[src/rtl/video_timing_meter.sv]
// video_timing_meter: measures the raster produced by the pattern generator from its
// DE/HS/VS strobes and reports per-frame totals, consistency and frame-to-frame stability.
module video_timing_meter (
    input  logic        clk,
    input  logic        reset_n,
    input  logic        vid_de,
    input  logic        vid_hs,
    input  logic        vid_vs,
    input  logic        hs_polarity,
    input  logic        vs_polarity,
    output logic [11:0] meas_h_total,
    output logic [11:0] meas_h_active,
    output logic [11:0] meas_v_total,
    output logic [11:0] meas_v_active,
    output logic        meas_valid,
    output logic        meas_stable,
    output logic        meas_err,
    output logic        frame_done
);
    localparam logic [11:0] CNT_MAX = 12'hFFF;

    typedef enum logic [1:0] {SEARCH, MEASURE, LOCKED} state_t;
    state_t state, state_nxt;

    logic        de_p0, hs_a_p0, vs_a_p0;
    logic        de_p1, hs_a_p1, vs_a_p1, hs_edge_p1, vs_edge_p1;
    logic [11:0] pix_cnt, de_cnt, line_cnt, act_lines;
    logic [11:0] frame_h_total, frame_h_active;
    logic        h_seen, frame_err;
    logic        sync_lost, line_bad, cnt_ovf, frame_latch, same_vals;

    function automatic logic [11:0] sat_inc(input logic [11:0] v);
        return (v == CNT_MAX) ? v : v + 12'd1;
    endfunction

    // Stage p0: input register, sync folded to active-high.
    // History resets to "active" so a sync already asserted at release is not an edge.
    always_ff @(posedge clk or negedge reset_n) begin
        if (!reset_n) begin
            de_p0   <= 1'b0;
            hs_a_p0 <= 1'b1;
            vs_a_p0 <= 1'b1;
        end else begin
            de_p0   <= vid_de;
            hs_a_p0 <= vid_hs ~^ hs_polarity;
            vs_a_p0 <= vid_vs ~^ vs_polarity;
        end
    end

    // Stage p1: registered line/frame start strobes.
    always_ff @(posedge clk or negedge reset_n) begin
        if (!reset_n) begin
            de_p1      <= 1'b0;
            hs_a_p1    <= 1'b1;
            vs_a_p1    <= 1'b1;
            hs_edge_p1 <= 1'b0;
            vs_edge_p1 <= 1'b0;
        end else begin
            de_p1      <= de_p0;
            hs_a_p1    <= hs_a_p0;
            vs_a_p1    <= vs_a_p0;
            hs_edge_p1 <= hs_a_p0 & ~hs_a_p1;
            vs_edge_p1 <= vs_a_p0 & ~vs_a_p1;
        end
    end

    // Stage p2: counters, frame accumulators and result latch.
    // The line closed by an HS edge coincident with VS is not part of the outgoing frame.
    assign sync_lost = (pix_cnt == CNT_MAX) && !hs_edge_p1;
    assign line_bad  = hs_edge_p1 && !vs_edge_p1 && h_seen && (pix_cnt != frame_h_total);
    assign cnt_ovf   = (pix_cnt == CNT_MAX) || (de_cnt == CNT_MAX) ||
                       (line_cnt == CNT_MAX) || (act_lines == CNT_MAX);
    assign same_vals = (frame_h_total == meas_h_total) && (frame_h_active == meas_h_active) &&
                       (line_cnt == meas_v_total) && (act_lines == meas_v_active);

    always_ff @(posedge clk or negedge reset_n) begin
        if (!reset_n) begin
            pix_cnt <= '0;
            de_cnt  <= '0;
        end else if (hs_edge_p1) begin
            pix_cnt <= 12'd1;
            de_cnt  <= {11'd0, de_p1};
        end else begin
            pix_cnt <= sat_inc(pix_cnt);
            if (de_p1) de_cnt <= sat_inc(de_cnt);
        end
    end

    always_ff @(posedge clk or negedge reset_n) begin
        if (!reset_n) begin
            line_cnt       <= '0;
            act_lines      <= '0;
            frame_h_total  <= '0;
            frame_h_active <= '0;
            h_seen         <= 1'b0;
            frame_err      <= 1'b0;
        end else if (vs_edge_p1) begin
            line_cnt       <= hs_edge_p1 ? 12'd1 : 12'd0;
            act_lines      <= '0;
            frame_h_total  <= '0;
            frame_h_active <= '0;
            h_seen         <= 1'b0;
            frame_err      <= 1'b0;
        end else begin
            if (hs_edge_p1) begin
                line_cnt <= sat_inc(line_cnt);
                if (!h_seen) begin
                    frame_h_total <= pix_cnt;
                    h_seen        <= 1'b1;
                end
                if (de_cnt != 12'd0) begin
                    frame_h_active <= de_cnt;
                    act_lines      <= sat_inc(act_lines);
                end
            end
            if (line_bad || cnt_ovf) frame_err <= 1'b1;
        end
    end

    always_ff @(posedge clk or negedge reset_n) begin
        if (!reset_n) state <= SEARCH;
        else          state <= state_nxt;
    end

    always_comb begin
        state_nxt   = state;
        frame_latch = 1'b0;
        case (state)
            SEARCH:  if (vs_edge_p1) state_nxt = MEASURE;
            MEASURE: if (vs_edge_p1) begin
                         state_nxt   = LOCKED;
                         frame_latch = 1'b1;
                     end
            LOCKED:  if (vs_edge_p1) frame_latch = 1'b1;
            default: state_nxt = SEARCH;
        endcase
        if (sync_lost) begin
            state_nxt   = SEARCH;
            frame_latch = 1'b0;
        end
    end

    always_ff @(posedge clk or negedge reset_n) begin
        if (!reset_n) begin
            meas_h_total  <= '0;
            meas_h_active <= '0;
            meas_v_total  <= '0;
            meas_v_active <= '0;
            meas_valid    <= 1'b0;
            meas_stable   <= 1'b0;
            meas_err      <= 1'b0;
            frame_done    <= 1'b0;
        end else begin
            frame_done <= frame_latch;
            if (frame_latch) begin
                meas_h_total  <= frame_h_total;
                meas_h_active <= frame_h_active;
                meas_v_total  <= line_cnt;
                meas_v_active <= act_lines;
                meas_err      <= frame_err | cnt_ovf;
                meas_valid    <= 1'b1;
                meas_stable   <= (state == LOCKED) && same_vals &&
                                 !frame_err && !cnt_ovf && !meas_err;
            end else if (sync_lost) begin
                meas_valid  <= 1'b0;
                meas_stable <= 1'b0;
            end
        end
    end
endmodule

[config.mk]
export PLATFORM = sky130hd
export DESIGN_NAME = video_timing_meter
export DESIGN_NICKNAME = d
export VERILOG_FILES = /design/src/rtl/video_timing_meter.sv
export SDC_FILE = /design/constraint.sdc
export NUM_CORES = 1
export LEC_CHECK = 0
export CAP_MARGIN = 15
export CORE_MARGIN = 2
export CORE_UTILIZATION = 54
export CTS_CLUSTER_DIAMETER = 100
export DETAILED_ROUTE_END_ITERATION = 7
export DONT_BUFFER_PORTS = 1
export PLACE_DENSITY = 0.78
export SYNTH_ARGS = -nofsm -noshare
export SYNTH_HDL_FRONTEND = slang
export SYNTH_SLANG_ARGS = --single-unit
[constraint.sdc]
create_clock -name clk -period 3.1 [get_ports clk]
set_input_delay 0.31 -clock clk [delete_from_list [all_inputs] [get_ports clk]]
set_output_delay 0.31 -clock clk [all_outputs]
set_load 0.01 [all_outputs]
Word level (Yosys, flattened, before mapping)

Cells that the tools add are included.
Widths: inputs -> output; s select.

$add $sub $neg: 4
Equal/unequal tests: 19
Multiplexer cells: 33
Bitwise logic cells: 7
Reductions and logical operators: 34

Operators with widths:

| kind                  | count |
|---|---|
| $mux 12               | 18 |
| $add 12x1->12 const B | 4 |
| $eq 12x12->1          | 4 |
| $eq 12x12->1 const B  | 4 |
| $ne 12x12->1          | 1 |
| $ne 2x2->1 const B    | 6 |
| $reduce_bool 12->1    | 1 |
| $logic_and 1x1->1     | 11 |
| $mux 1                | 11 |
| $reduce_bool 2->1     | 5 |
| $reduce_and 2->1      | 4 |
| $mux 2                | 3 |
| $ne 3x3->1 const B    | 2 |
| $pmux 2 s3            | 1 |
| $reduce_and 3->1      | 2 |
| $logic_not 1->1       | 5 |
| $logic_or 1x1->1      | 4 |
| $and 1x1->1           | 2 |
| $eq 2x1->1 const B    | 1 |
| $eq 2x2->1 const B    | 1 |
| $logic_not 2->1       | 1 |
| $not 1->1             | 2 |
| $reduce_or 2->1       | 1 |
| $xnor 1x1->1          | 2 |
| $or 1x1->1            | 1 |

Register bits after elaboration: 136
Input port bits: 7
Output and inout bits: 52

Depth between registers and ports, before layout

Word-level depth: 9
Gate-level depth with buffers: 10
Gate-level depth less buffers: 8

Least setup slack after synthesis

Ideal clock, no wire load.

Path type: flip-flop to flip-flop
Start point: register pix_cnt[0]
End point: register meas_h_active[10]
Setup time: 0.125 ns
Arrival: 2.049 ns
Data required time: 2.975 ns
Setup slack: 0.926 ns
Cell stages (with the launch flop): 10
Path buffers: 3
Period minus slack after synthesis: 2.174 ns
Cell sequence: dfrtp_1 ha_1 nand2_1 or4_1 buf_4 nor2_8 nor2_2 buf_6 buf_6 mux2_4

Cells in the longest elaborated chain, start to end: 3

RTL lines:

| element                  | line | text |
|---|---|---|
| start: declaration       | 27   | `logic [11:0] pix_cnt, de_cnt, line_cnt, act_lines;` |
| start signal: assignment | 84   | `pix_cnt <= sat_inc(pix_cnt);` |
| $eq 12x12->1             | 69   | `assign sync_lost = (pix_cnt == CNT_MAX) && !hs_edge_p1;` |
| $logic_and 1x1->1        | 69   |  |
| $mux 1                   | 137  | `if (sync_lost) begin` |
| end signal: assignment   | 157  | `meas_h_active <= frame_h_active;` |
| end: declaration         | 12   | `output logic [11:0] meas_h_active,` |

Every way passes these cells.
A chain may end at the register's enable or synchronous reset.

Final worst setup path

Start point: register pix_cnt[0]
End point: register meas_v_total[8]

Cells in the longest elaborated chain, start to end: 3

RTL lines:

| element                | line | text |
|---|---|---|
| $eq 12x12->1           | 69   |  |
| $logic_and 1x1->1      | 69   |  |
| $mux 1                 | 137  |  |
| end signal: assignment | 158  | `meas_v_total <= line_cnt;` |
| end: declaration       | 13   | `output logic [11:0] meas_v_total,` |

Every way passes these cells.

==> impl_metrics.ini <==
[global_routing]
grt_antenna_before_repair = 0
tot_gr_track_use = 0.235
grt_busiest_layer = met2
global_route_wire_length_before_repair_um = 24000
globalRoute.totalOverflow = 0
first_global_vias = 4680
globalRouteMet3Util = 0.0764
use_met1 = 0.291
maximum_number_of_pins_on_one_net_before_global_route_repair = 137
grtUsageMet2 = 0.373

[floorplan]
floorplan.die_area_um2 = 13300
floorplan.initialDensity = 0.555
fp.coreArea_um2 = 12000
fp-row-count = 40
design.portCount = 59
floorplan.die.height_um = 115
floorplan.die.width_um = 115

[cts]
clockBufferDepth = 2
clk_pin_slew_worst_paths_ns = 0.05
cts-resized-gates = 0
cts_made_buffers = 17
cts_tree = yes
worstSkewPairLatency_ns = 0.42
h_tree_levels = 4
cts.root.buffer_cell = sky130_fd_sc_hd__clkbuf_16
ctsHoldBuffers = 5
cts_sinks = 136

[power]
power.total_mw = 5.22
sw_frac_of_total = 0.299
pwr-share-clk = 0.372
power_frac_seq = 0.443
power.leakage_nw = 3.47
netSwitchingPower_mw = 1.56
power_frac_comb = 0.185
power.ir.vdd_worst_uv = 386
power_density_of_the_placed_cells_nw_per_um2 = 708
internal_pwr_total_mw = 3.66

[yosys]
synth_seq_cells = 136
synth.largest_area_cell = sky130_fd_sc_hd__dfrtp_1
post_synth.cell_area_avg_um2 = 10.8
synthCells = 620
ys_seq_area_frac = 0.511
synth_area_leaders = sky130_fd_sc_hd__dfrtp_1 50%, sky130_fd_sc_hd__xor2_1 7.4%, sky130_fd_sc_hd__mux2_4 6.1%, sky130_fd_sc_hd__xnor2_1 4.1%, sky130_fd_sc_hd__nor2_1 3.3%
synth_top_cell_area_share = 0.495
synthDistinctLibCells = 47
mappedNetlistArea_um2 = 6670
synth-warning-count = 0
mappedNetlistNets = 635

[critical_path]
timing.critical_path.required_ns = 3.40
timing.setup.critical_path_class = reg -> reg
timing.critical_path.from_type = flip-flop
timing.critical_path.to_type = flip-flop
cp.arrival_ns = 2.98
path_max_fanout = 29

[finish]
layout.nets = 633
final_design_area_no_fill_um2 = 7370
final_cells = 778
diodes = 0
layout-drive-gt1-share = 0.144
fillers = 911
final_util = 0.614
layout_overhead_on_the_synthesized_area_pct = 10.5

[timing]
totalNegativeSetupSlack_ns = 0
grt_setup_unrepaired = no
hold-worst-slack_ns = -0.410
report.final.slew_viol_count = 0
final.min_clock_period_ns = 2.68
report.final.setup_viol = 0
finalCritPeriodShare = 0.866
maxSlewHeadroom = 0.221
highest_achievable_clock_rate_mhz = 373
hold_viol_final = 136
worst-slew-pin-transition_ns = 1.17
fin_worst_skew_ns = 0.00571
setup_ws_ns = 0.416

[route]
drtAntennaViolNets = 0
drc_errors = 0
vias = 4678
postRouteWirelength_um = 14700
route.detailed.vias_per_inst = 6.01
drt-pass1-iter-count = 6
first_drt_iteration_drcs = 439
route.detailed.wl_per_inst_um = 18.9

[outcome]
violations = negative hold slack
outcome = complete, but fails checks

[worst_hold_path]
timing.hold.worst.class = in -> async

[placement]
dpl_worst_slack_ns = 0.0448
gp_congestion = 0.942
io_buffer_count = 0
hpwl_um = 10000
placed_standard_cell_area_um2 = 6740
numPlacedInstances = 740

[run]
cap_violations = 0
## cells in the mapped netlist, drive strengths merged
| master | number |
|---|---|
| or2 | 2 |
| nand3 | 21 |
| or4 | 2 |
| o21ai | 19 |
| nor4b | 1 |
| a211oi | 2 |
| and3 | 5 |
| nor2 | 60 |
| and2 | 4 |
| a311oi | 2 |
| xnor2 | 31 |
| nor2b | 10 |
| a2111oi | 1 |
| nand4 | 19 |
| inv | 21 |
| o22ai | 4 |
| dfstp | 4 |
| a2111o | 1 |
| or3 | 4 |
| nand3b | 1 |
| ha | 8 |
| nand2b | 3 |
| xor2 | 56 |
| a31oi | 2 |
| o31ai | 2 |
| mux2i | 5 |
| a21oi | 25 |
| or3b | 1 |
| clkbuf | 19 |
| buf | 14 |
| a31o | 1 |
| a22o | 11 |
| and4 | 5 |
| nand2 | 53 |
| o2111ai | 1 |
| nor3 | 8 |
| dfrtp | 132 |
| a222oi | 1 |
| a22oi | 1 |
| nor4 | 15 |
| mux2 | 43 |
## final cells by class
type                       count  area, um2  area share
timing repair buffer          11       95.1      0.0129
tap                          147        184      0.0250
clock buffer                  24        512      0.0694
clock inverter                 8       67.6     0.00917
inverter                      21       78.8      0.0107
sequential                   136       3410       0.462
multi-input combinational    431       3030       0.410
## worst max-delay path: stages, from the launching register on
cell and delay (ns):
sky130_fd_sc_hd__dfrtp_1 0.45, sky130_fd_sc_hd__ha_1 0.29, sky130_fd_sc_hd__nand2_1 0.10, sky130_fd_sc_hd__or4_1 0.35
sky130_fd_sc_hd__nor2_8 0.07, sky130_fd_sc_hd__nor2_4 0.46, sky130_fd_sc_hd__buf_4 0.45, sky130_fd_sc_hd__mux2_2 0.38
## repair_timing
item | in CTS | in global routing
hold endpoints to repair | 139 | 136
setup endpoints to repair | 0 | 16
buffers inserted | 0 | 0
## worst paths after layout
kind	from	end	slack, ns	depth (start not counted)
setup reg to reg	pix_cnt[0]$_DFFE_PN0N_	meas_v_total[8]$_DFFE_PN0P_	0.42	7
hold reg to reg	de_p0$_DFF_PN0_	de_p1$_DFF_PN0_	0.34	0
setup / recovery	pix_cnt[0]$_DFFE_PN0N_	meas_v_total[8]$_DFFE_PN0P_	0.42	7
min in group clk	de_p0$_DFF_PN0_	de_p1$_DFF_PN0_	0.34	0
hold / removal	reset_n	meas_h_total[4]$_DFFE_PN0P_	-0.41	0
max in group asynchronous	reset_n	vs_a_p0$_DFF_PN1_	3.26	0
## power by group through the flow
stage	combinational (mW)	clock, mW	sequential [mW]
6_report	0.966	1.94	2.31
5_1_grt	1.06	2.06	2.35
4_1_cts	0.959	1.97	2.31
3_5_place_dp	0.941	0	2.34
3_3_place_gp	0.905	0	2.32
2_1_floorplan	0.790	0	2.23
## flip-flops by register name, indices dropped and copies added, names as in the netlist, 2 cells and up
signal	count
meas_v_total	12
state	2
pix_cnt	12
de_cnt	12
meas_h_total	12
frame_h_active	12
line_cnt	12
meas_h_active	12
meas_v_active	12
frame_h_total	12
act_lines	12
## layout by cell type (no fill, tap or decap), types with 6 or more instances in the layout
cell	Yosys	routed
sky130_fd_sc_hd__dfrtp_1	132	132
sky130_fd_sc_hd__nor2_1	58	58
sky130_fd_sc_hd__xor2_1	56	56
sky130_fd_sc_hd__nand2_1	53	53
sky130_fd_sc_hd__xnor2_1	31	31
sky130_fd_sc_hd__mux2_4	27	27
sky130_fd_sc_hd__a21oi_1	25	25
sky130_fd_sc_hd__inv_1	21	21
sky130_fd_sc_hd__nand3_1	21	21
sky130_fd_sc_hd__nand4_1	19	19
sky130_fd_sc_hd__o21ai_0	19	19
sky130_fd_sc_hd__clkbuf_16	0	17
sky130_fd_sc_hd__mux2_2	16	16
sky130_fd_sc_hd__nor4_1	15	15
sky130_fd_sc_hd__a22o_1	11	11
sky130_fd_sc_hd__nor2b_1	10	10
sky130_fd_sc_hd__nor3_1	8	8
sky130_fd_sc_hd__ha_1	8	8
sky130_fd_sc_hd__clkinv_2	0	6
sky130_fd_sc_hd__clkbuf_8	0	6
sky130_fd_sc_hd__buf_4	1	6
## logic make-up after synthesis
group | count (synthesis) | synth area share
XOR/XNOR | 87 | 0.114
AO/OA/AOI/OAI | 73 | 0.0685
multiplexers | 48 | 0.0953
AND/OR/NAND/NOR | 214 | 0.159
adder cells (fa/ha/maj) | 8 | 0.0150
buffers and inverters | 54 | 0.0370
flip-flops | 136 | 0.511
## per-layer routing
metal	up-vias	wire, um
li1	2142	-
met5	-	0
met4	0	537
met3	38	974
met2	192	7040
met1	2306	6150
No activity file was read; power rests on OpenSTA's default activity.
